$ cat src/rtl/pro_ele_mac.sv
// FP32 dot-product processing element: LANES products per beat, running sum, bias, optional ReLU.
// Also holds the combinational fp32_multiplier and IEEE_754_adder it is built from.

module fp32_multiplier (
    input  logic [31:0] a,
    input  logic [31:0] b,
    output logic [31:0] result
);
    logic        sign, a_nan, b_nan, a_inf, b_inf, a_zero, b_zero;
    logic        hi, guard, sticky, inc;
    logic [47:0] prod;
    logic [22:0] mant;
    logic [23:0] rnd;
    logic [9:0]  e_sum, e_fin;

    // Round-to-nearest-even; denormal operands and results flush to signed zero.
    always_comb begin
        sign   = a[31] ^ b[31];
        a_zero = (a[30:23] == 8'h00);
        b_zero = (b[30:23] == 8'h00);
        a_nan  = (&a[30:23]) & (|a[22:0]);
        b_nan  = (&b[30:23]) & (|b[22:0]);
        a_inf  = (&a[30:23]) & ~(|a[22:0]);
        b_inf  = (&b[30:23]) & ~(|b[22:0]);
        prod   = 48'({1'b1, a[22:0]}) * 48'({1'b1, b[22:0]});
        hi     = prod[47];
        mant   = hi ? prod[46:24] : prod[45:23];
        guard  = hi ? prod[23] : prod[22];
        sticky = hi ? (|prod[22:0]) : (|prod[21:0]);
        inc    = guard & (sticky | mant[0]);
        rnd    = {1'b0, mant} + 24'(inc);
        e_sum  = {2'b00, a[30:23]} + {2'b00, b[30:23]} + {9'd0, hi};
        e_fin  = e_sum + {9'd0, rnd[23]};
        if (a_nan || b_nan || (a_inf && b_zero) || (b_inf && a_zero)) begin
            result = 32'h7FC0_0000;
        end else if (a_inf || b_inf) begin
            result = {sign, 8'hFF, 23'd0};
        end else if (a_zero || b_zero || (e_fin <= 10'd127)) begin
            result = {sign, 31'd0};
        end else if (e_fin >= 10'd382) begin
            result = {sign, 8'hFF, 23'd0};
        end else begin
            result = {sign, 8'(e_fin - 10'd127), rnd[22:0]};
        end
    end
endmodule

module IEEE_754_adder (
    input  logic [31:0] a,
    input  logic [31:0] b,
    output logic [31:0] result
);
    logic        a_nan, b_nan, a_inf, b_inf, a_zero, b_zero, swap, eff_sub, uf, inc;
    logic [31:0] big, sml;
    logic [7:0]  d;
    logic [4:0]  dcl, lz;
    logic [26:0] ma, mb, mbs, m;
    logic [53:0] sh;
    logic [27:0] sum;
    logic [9:0]  e, e_fin;
    logic [23:0] rnd;

    function automatic logic [4:0] lzc27(input logic [26:0] v);
        logic [4:0] n;
        n = 5'd27;
        for (int i = 0; i < 27; i++) begin
            if (v[i]) n = 5'(26 - i);
        end
        return n;
    endfunction

    // Mantissas carry guard/round/sticky; the smaller operand is aligned with a sticky-collecting shift.
    always_comb begin
        a_zero  = (a[30:23] == 8'h00);
        b_zero  = (b[30:23] == 8'h00);
        a_nan   = (&a[30:23]) & (|a[22:0]);
        b_nan   = (&b[30:23]) & (|b[22:0]);
        a_inf   = (&a[30:23]) & ~(|a[22:0]);
        b_inf   = (&b[30:23]) & ~(|b[22:0]);
        swap    = (b[30:0] > a[30:0]);
        big     = swap ? b : a;
        sml     = swap ? a : b;
        d       = big[30:23] - sml[30:23];
        dcl     = (d > 8'd27) ? 5'd27 : d[4:0];
        ma      = {1'b1, big[22:0], 3'b000};
        mb      = {1'b1, sml[22:0], 3'b000};
        sh      = {mb, 27'd0} >> dcl;
        mbs     = {sh[53:28], sh[27] | (|sh[26:0])};
        eff_sub = big[31] ^ sml[31];
        sum     = eff_sub ? ({1'b0, ma} - {1'b0, mbs}) : ({1'b0, ma} + {1'b0, mbs});
        lz      = lzc27(sum[26:0]);
        uf      = 1'b0;
        if (sum[27]) begin
            m = {sum[27:2], sum[1] | sum[0]};
            e = {2'b00, big[30:23]} + 10'd1;
        end else begin
            m  = sum[26:0] << lz;
            e  = {2'b00, big[30:23]} - {5'd0, lz};
            uf = ({3'b000, lz} >= big[30:23]);
        end
        inc   = m[2] & (m[3] | m[1] | m[0]);
        rnd   = {1'b0, m[25:3]} + 24'(inc);
        e_fin = e + {9'd0, rnd[23]};
        if (a_nan || b_nan || (a_inf && b_inf && (a[31] ^ b[31]))) begin
            result = 32'h7FC0_0000;
        end else if (a_inf) begin
            result = a;
        end else if (b_inf) begin
            result = b;
        end else if (a_zero && b_zero) begin
            result = {a[31] & b[31], 31'd0};
        end else if (a_zero) begin
            result = b_zero ? 32'd0 : b;
        end else if (b_zero) begin
            result = a;
        end else if (!m[26]) begin
            result = 32'd0;
        end else if (uf) begin
            result = {big[31], 31'd0};
        end else if (e_fin >= 10'd255) begin
            result = {big[31], 8'hFF, 23'd0};
        end else begin
            result = {big[31], e_fin[7:0], rnd[22:0]};
        end
    end
endmodule

module pro_ele_mac #(
    parameter int unsigned LANES = 1,
    parameter int unsigned CNT_W = 10
) (
    input  logic                  clock,
    input  logic                  reset_n,
    input  logic                  start,
    input  logic [CNT_W-1:0]      len,
    input  logic [31:0]           bias,
    input  logic                  relu_en,
    input  logic [32*LANES-1:0]   w_in,
    input  logic [32*LANES-1:0]   x_in,
    input  logic                  in_valid,
    output logic                  in_ready,
    output logic [31:0]           out_data,
    output logic                  out_valid,
    input  logic                  out_ready,
    output logic                  busy,
    output logic                  nan_inf
);
    localparam int unsigned NODES = 2 * LANES - 1;

    typedef enum logic [1:0] {IDLE, ACC, BIAS, OUT} state_t;

    state_t           state_q, state_d;
    logic [31:0]      accum_q, accum_d, bias_q, bias_d, out_data_q, out_data_d;
    logic [CNT_W-1:0] cnt_q, cnt_d, len_q, len_d;
    logic             relu_q, relu_d, out_valid_q, out_valid_d;
    logic             in_ready_q, in_ready_d, busy_q, busy_d, nan_inf_q, nan_inf_d;
    logic [31:0]      node [NODES];
    logic [31:0]      add_b, add_y, act_y;
    logic             nan_hit;

    // Heap-ordered tree: leaves hold lane products, node j sums children 2j+1 and 2j+2.
    for (genvar i = 0; i < LANES; i++) begin : g_mul
        fp32_multiplier u_mul (.a(w_in[32*i +: 32]), .b(x_in[32*i +: 32]), .result(node[LANES-1+i]));
    end
    for (genvar j = 0; j < LANES - 1; j++) begin : g_tree
        IEEE_754_adder u_add (.a(node[2*j+1]), .b(node[2*j+2]), .result(node[j]));
    end

    // One adder serves both the running sum (ACC) and the bias stage (BIAS).
    assign add_b = (state_q == BIAS) ? bias_q : node[0];
    IEEE_754_adder u_acc (.a(accum_q), .b(add_b), .result(add_y));

    assign act_y   = (relu_q && add_y[31]) ? 32'd0 : add_y;
    assign nan_hit = &accum_q[30:23];

    always_comb begin
        state_d     = state_q;
        accum_d     = accum_q;
        cnt_d       = cnt_q;
        len_d       = len_q;
        bias_d      = bias_q;
        relu_d      = relu_q;
        out_data_d  = out_data_q;
        out_valid_d = out_valid_q;
        nan_inf_d   = nan_inf_q;
        case (state_q)
            IDLE: begin
                if (start) begin
                    len_d     = len;
                    bias_d    = bias;
                    relu_d    = relu_en;
                    accum_d   = 32'd0;
                    cnt_d     = '0;
                    nan_inf_d = 1'b0;
                    state_d   = (len != '0) ? ACC : BIAS;
                end
            end
            ACC: begin
                nan_inf_d = nan_inf_q | nan_hit;
                if (in_valid && in_ready_q) begin
                    accum_d = add_y;
                    cnt_d   = cnt_q + CNT_W'(1);
                    if (cnt_d == len_q) state_d = BIAS;
                end
            end
            BIAS: begin
                nan_inf_d   = nan_inf_q | nan_hit | (&add_y[30:23]);
                out_data_d  = act_y;
                out_valid_d = 1'b1;
                state_d     = OUT;
            end
            OUT: begin
                nan_inf_d = nan_inf_q | nan_hit;
                if (out_ready) begin
                    out_valid_d = 1'b0;
                    state_d     = IDLE;
                end
            end
            default: state_d = IDLE;
        endcase
        in_ready_d = (state_d == ACC);
        busy_d     = (state_d != IDLE);
    end

    always_ff @(posedge clock or negedge reset_n) begin
        if (!reset_n) begin
            state_q     <= IDLE;
            accum_q     <= 32'd0;
            cnt_q       <= '0;
            len_q       <= '0;
            bias_q      <= 32'd0;
            relu_q      <= 1'b0;
            out_data_q  <= 32'd0;
            out_valid_q <= 1'b0;
            in_ready_q  <= 1'b0;
            busy_q      <= 1'b0;
            nan_inf_q   <= 1'b0;
        end else begin
            state_q     <= state_d;
            accum_q     <= accum_d;
            cnt_q       <= cnt_d;
            len_q       <= len_d;
            bias_q      <= bias_d;
            relu_q      <= relu_d;
            out_data_q  <= out_data_d;
            out_valid_q <= out_valid_d;
            in_ready_q  <= in_ready_d;
            busy_q      <= busy_d;
            nan_inf_q   <= nan_inf_d;
        end
    end

    assign in_ready  = in_ready_q;
    assign out_data  = out_data_q;
    assign out_valid = out_valid_q;
    assign busy      = busy_q;
    assign nan_inf   = nan_inf_q;
endmodule

$ cat config.mk
export PLATFORM = sky130hd
export DESIGN_NAME = pro_ele_mac
export DESIGN_NICKNAME = d
export VERILOG_FILES = /design/src/rtl/pro_ele_mac.sv
export SDC_FILE = /design/constraint.sdc
export NUM_CORES = 2
export LEC_CHECK = 0
export CORE_ASPECT_RATIO = 0.9
export CORE_UTILIZATION = 45
export DETAILED_ROUTE_END_ITERATION = 16
export GPL_ROUTABILITY_DRIVEN = 0
export PLACE_DENSITY = 0.6
export SYNTH_ARGS = -nofsm -noshare
export SYNTH_HDL_FRONTEND = slang
export SYNTH_HIERARCHICAL = 1
export SYNTH_SLANG_ARGS = --single-unit
$ cat constraint.sdc
create_clock -name clock -period 33.4 [get_ports clock]
set_input_delay 6.68 -clock clock [delete_from_list [all_inputs] [get_ports clock]]
set_output_delay 6.68 -clock clock [all_outputs]
set_load 0.01 [all_outputs]
==> qor.yml <==
synthesis:
  ys_ff_latch: 123
  synth_edf_count: 0
  synth_nets: 5929
  postSynth.asyncResetShare_pct: 100.0
  ys_top_cells_by_area: "fa_1, ha_1, dfrtp_1, inv_1, nand2_1"
  yosys.cell_types.count: 122
  synth_area_leader_cell: "fa_1"
  synth_flop_cell: "dfrtp_1"
  synth_cells: 5050
  synth_seq_area_share_pct: 7.771
  synth_top_cell_area_share_pct: 24.56
  synth.cell_area_mm2: 0.03961
  avgSynthCellArea_um2: 7.844
  yosysWarnings: 6
timing:
  maxSlewViolCount: 0
  post-route-period-util_pct: 96.51
  setup_viol: 0
  fin_crit_ps: 32230
  hold_slack_ps: 478.2
  skew_ps: 11.13
  worst_pin_slew_ps: 1362
  hold_viol_final: 0
  fmax_mhz: 31.02
  relSlewSlack_pct: 8.215
setup_path:
  critPathLaunchType: "primary input"
  worstPathArrival_ps: 32590
  critical_path_class: "in2reg"
  crit_fanout: 29
  critical_path.endpoint_type: "flip-flop"
  max_stage_delay_ps: 620
  crit_slowest_cell: "clkdlybuf4s50_1"
  cp.required_ps: 33760
  crit_top_cell: "fa_1"
global_route:
  grt_pass1_vias: 37010
  grt_use_total_pct: 31.92
  antenna_found_initial: 2
  grt_pass1_wl_mm: 223.3
  grt_max_degree: 73
  overflow: 0
routing:
  wl_per_cell_um: 22.75
  dr_total_vias: 38590
  drt-total-wl_mm: 144.1
  drt_pre_antenna_iters: 13
  drt_iter0_markers: 4484
  ant_nets: 0
  drcViolationCount: 14
  via_per_inst: 6.093
clocking:
  clk_latency_ps: 440
  cts_hold_buf: 0
  cts_buffer_depth: 2
  clk_pin_slew_worst_paths_ps: 60
  cts_tree: "built"
  numClockSinks: 123
  cts_root_buffer: "clkbuf_16"
  cts_buffers: 17
  htreeDepth: 4
floorplan:
  ios: 148
  initial_core_util_pct: 45.71
  rows: 102
  die_y_um: 283.5
  core-area_mm2: 0.08666
  die_area_mm2: 0.08921
  die_w_um: 314.7
layout:
  layout-drive-gt1-share_pct: 9.983
  layout_commonest_cell: "inv_1"
  fill_cells: 8464
  num_antenna_cells: 0
  fin_nets: 6055
  area_delta_synth_final_pct: 11.61
  mostFrequentLayoutCells: "inv_1, nand2_1, fa_1"
run:
  max_cap_violations: 0
worst_hold_path:
  worstHoldPathType: "reg2reg"
placed_design:
  hpwl_mm: 117.4
  port_buffers: 147
outcome:
  status: "complete, but fails checks"
  failed_checks: "DRC"
==> stage by stage <==
stage               std cells  utilization [%]  worst slack (ps)  TNS [ps]  area (um2)
floorplan                5050                -              1674         0       39610
global placement         6286            49.68            -129.6    -486.8       43050
detailed placement       6286            49.68            -310.3     -3347       43050
CTS                      6318            50.38             41.70         0       43660
global route             6333            51.02            -117.6    -277.8       44210
finish                   6333            51.02              1166         0       44210
==> cells in the mapped netlist (58+ instances only) <==
cell type and count:
dfrtp_1 123, ha_1 281, nand4_1 88, xnor2_1 89, a21oi_1 227, o211ai_1 58
o21ai_0 213, mux2_2 95, nand2_1 637, buf_2 59, nor2_1 291, clkbuf_1 189
nor3_1 98, nand3_1 88, and2_1 278, mux2i_1 94, inv_1 714, nor4_1 63
fa_1 486
==> final cells by class <==
cell class,instances,area (um2),share of cell area (%)
multi-input cells,3921,32910,74.45
repair buffers,391,3455,7.814
flip-flops and latches,123,3078,6.963
inverters,722,2723,6.159
well taps,1144,1431,3.238
clock buffers,18,439.2,0.9934
clock inverters,14,170.2,0.3849
==> state kept, by name, summed over array words and instances, names as in the netlist, 2 cells and up <==
register and count:
len_q 10, out_data 32, state_q 2, cnt_q 10
accum_q 32, bias_q 32
==> kinds of logic after synthesis <==
logic type      share of synthesized area (%)
compound gates                          18.63
xor+xnor                                2.963
fa+ha+maj                               33.44
buf+inv                                 10.01
flops                                   7.771
mux                                     5.161
simple gates                            22.03
==> worst max-delay path: cells and delay by family <==
family	cells	cell delay (ps)
compound gates	47	9450
mux	7	1990
fa+ha+maj	16	6370
buf+inv	15	2870
xor+xnor	3	660
simple gates	21	4450
==> path summary, 6_finish.rpt <==
path | startpoint | end | slack, ps | depth (start not counted)
max | w_in[6] | accum_q[17] | 1170 | 109
min | out_valid | out_valid | 480 | 2
max reg2reg | state_q[0] | accum_q[17] | 17140 | 72
min reg2reg | out_valid | out_valid | 480 | 2
max in group asynchronous | reset_n | cnt_q[4] | 25720 | 2
min in group asynchronous | reset_n | out_data[10] | 6400 | 1
==> metal layers <==
| metal | up-vias | GRT usage, % | wire, um |
|---|---|---|---|
| met5 | - | 0 | 17 |
| met4 | 2 | 7.197 | 4037 |
| met3 | 308 | 9.040 | 18090 |
| met2 | 2241 | 43.71 | 56870 |
| met1 | 18630 | 48.71 | 65050 |
| li1 | 17410 | - | - |
==> what timing repair did <==
item                                    4_1_cts  5_1_grt
setup buffers                                 0       14
resized for setup                             0      109
endpoints found under the setup margin        0       63
Power is left out: the tool's default activity adds up to more than one toggle a clock period on the data nets, which glitch-free logic cannot reach.
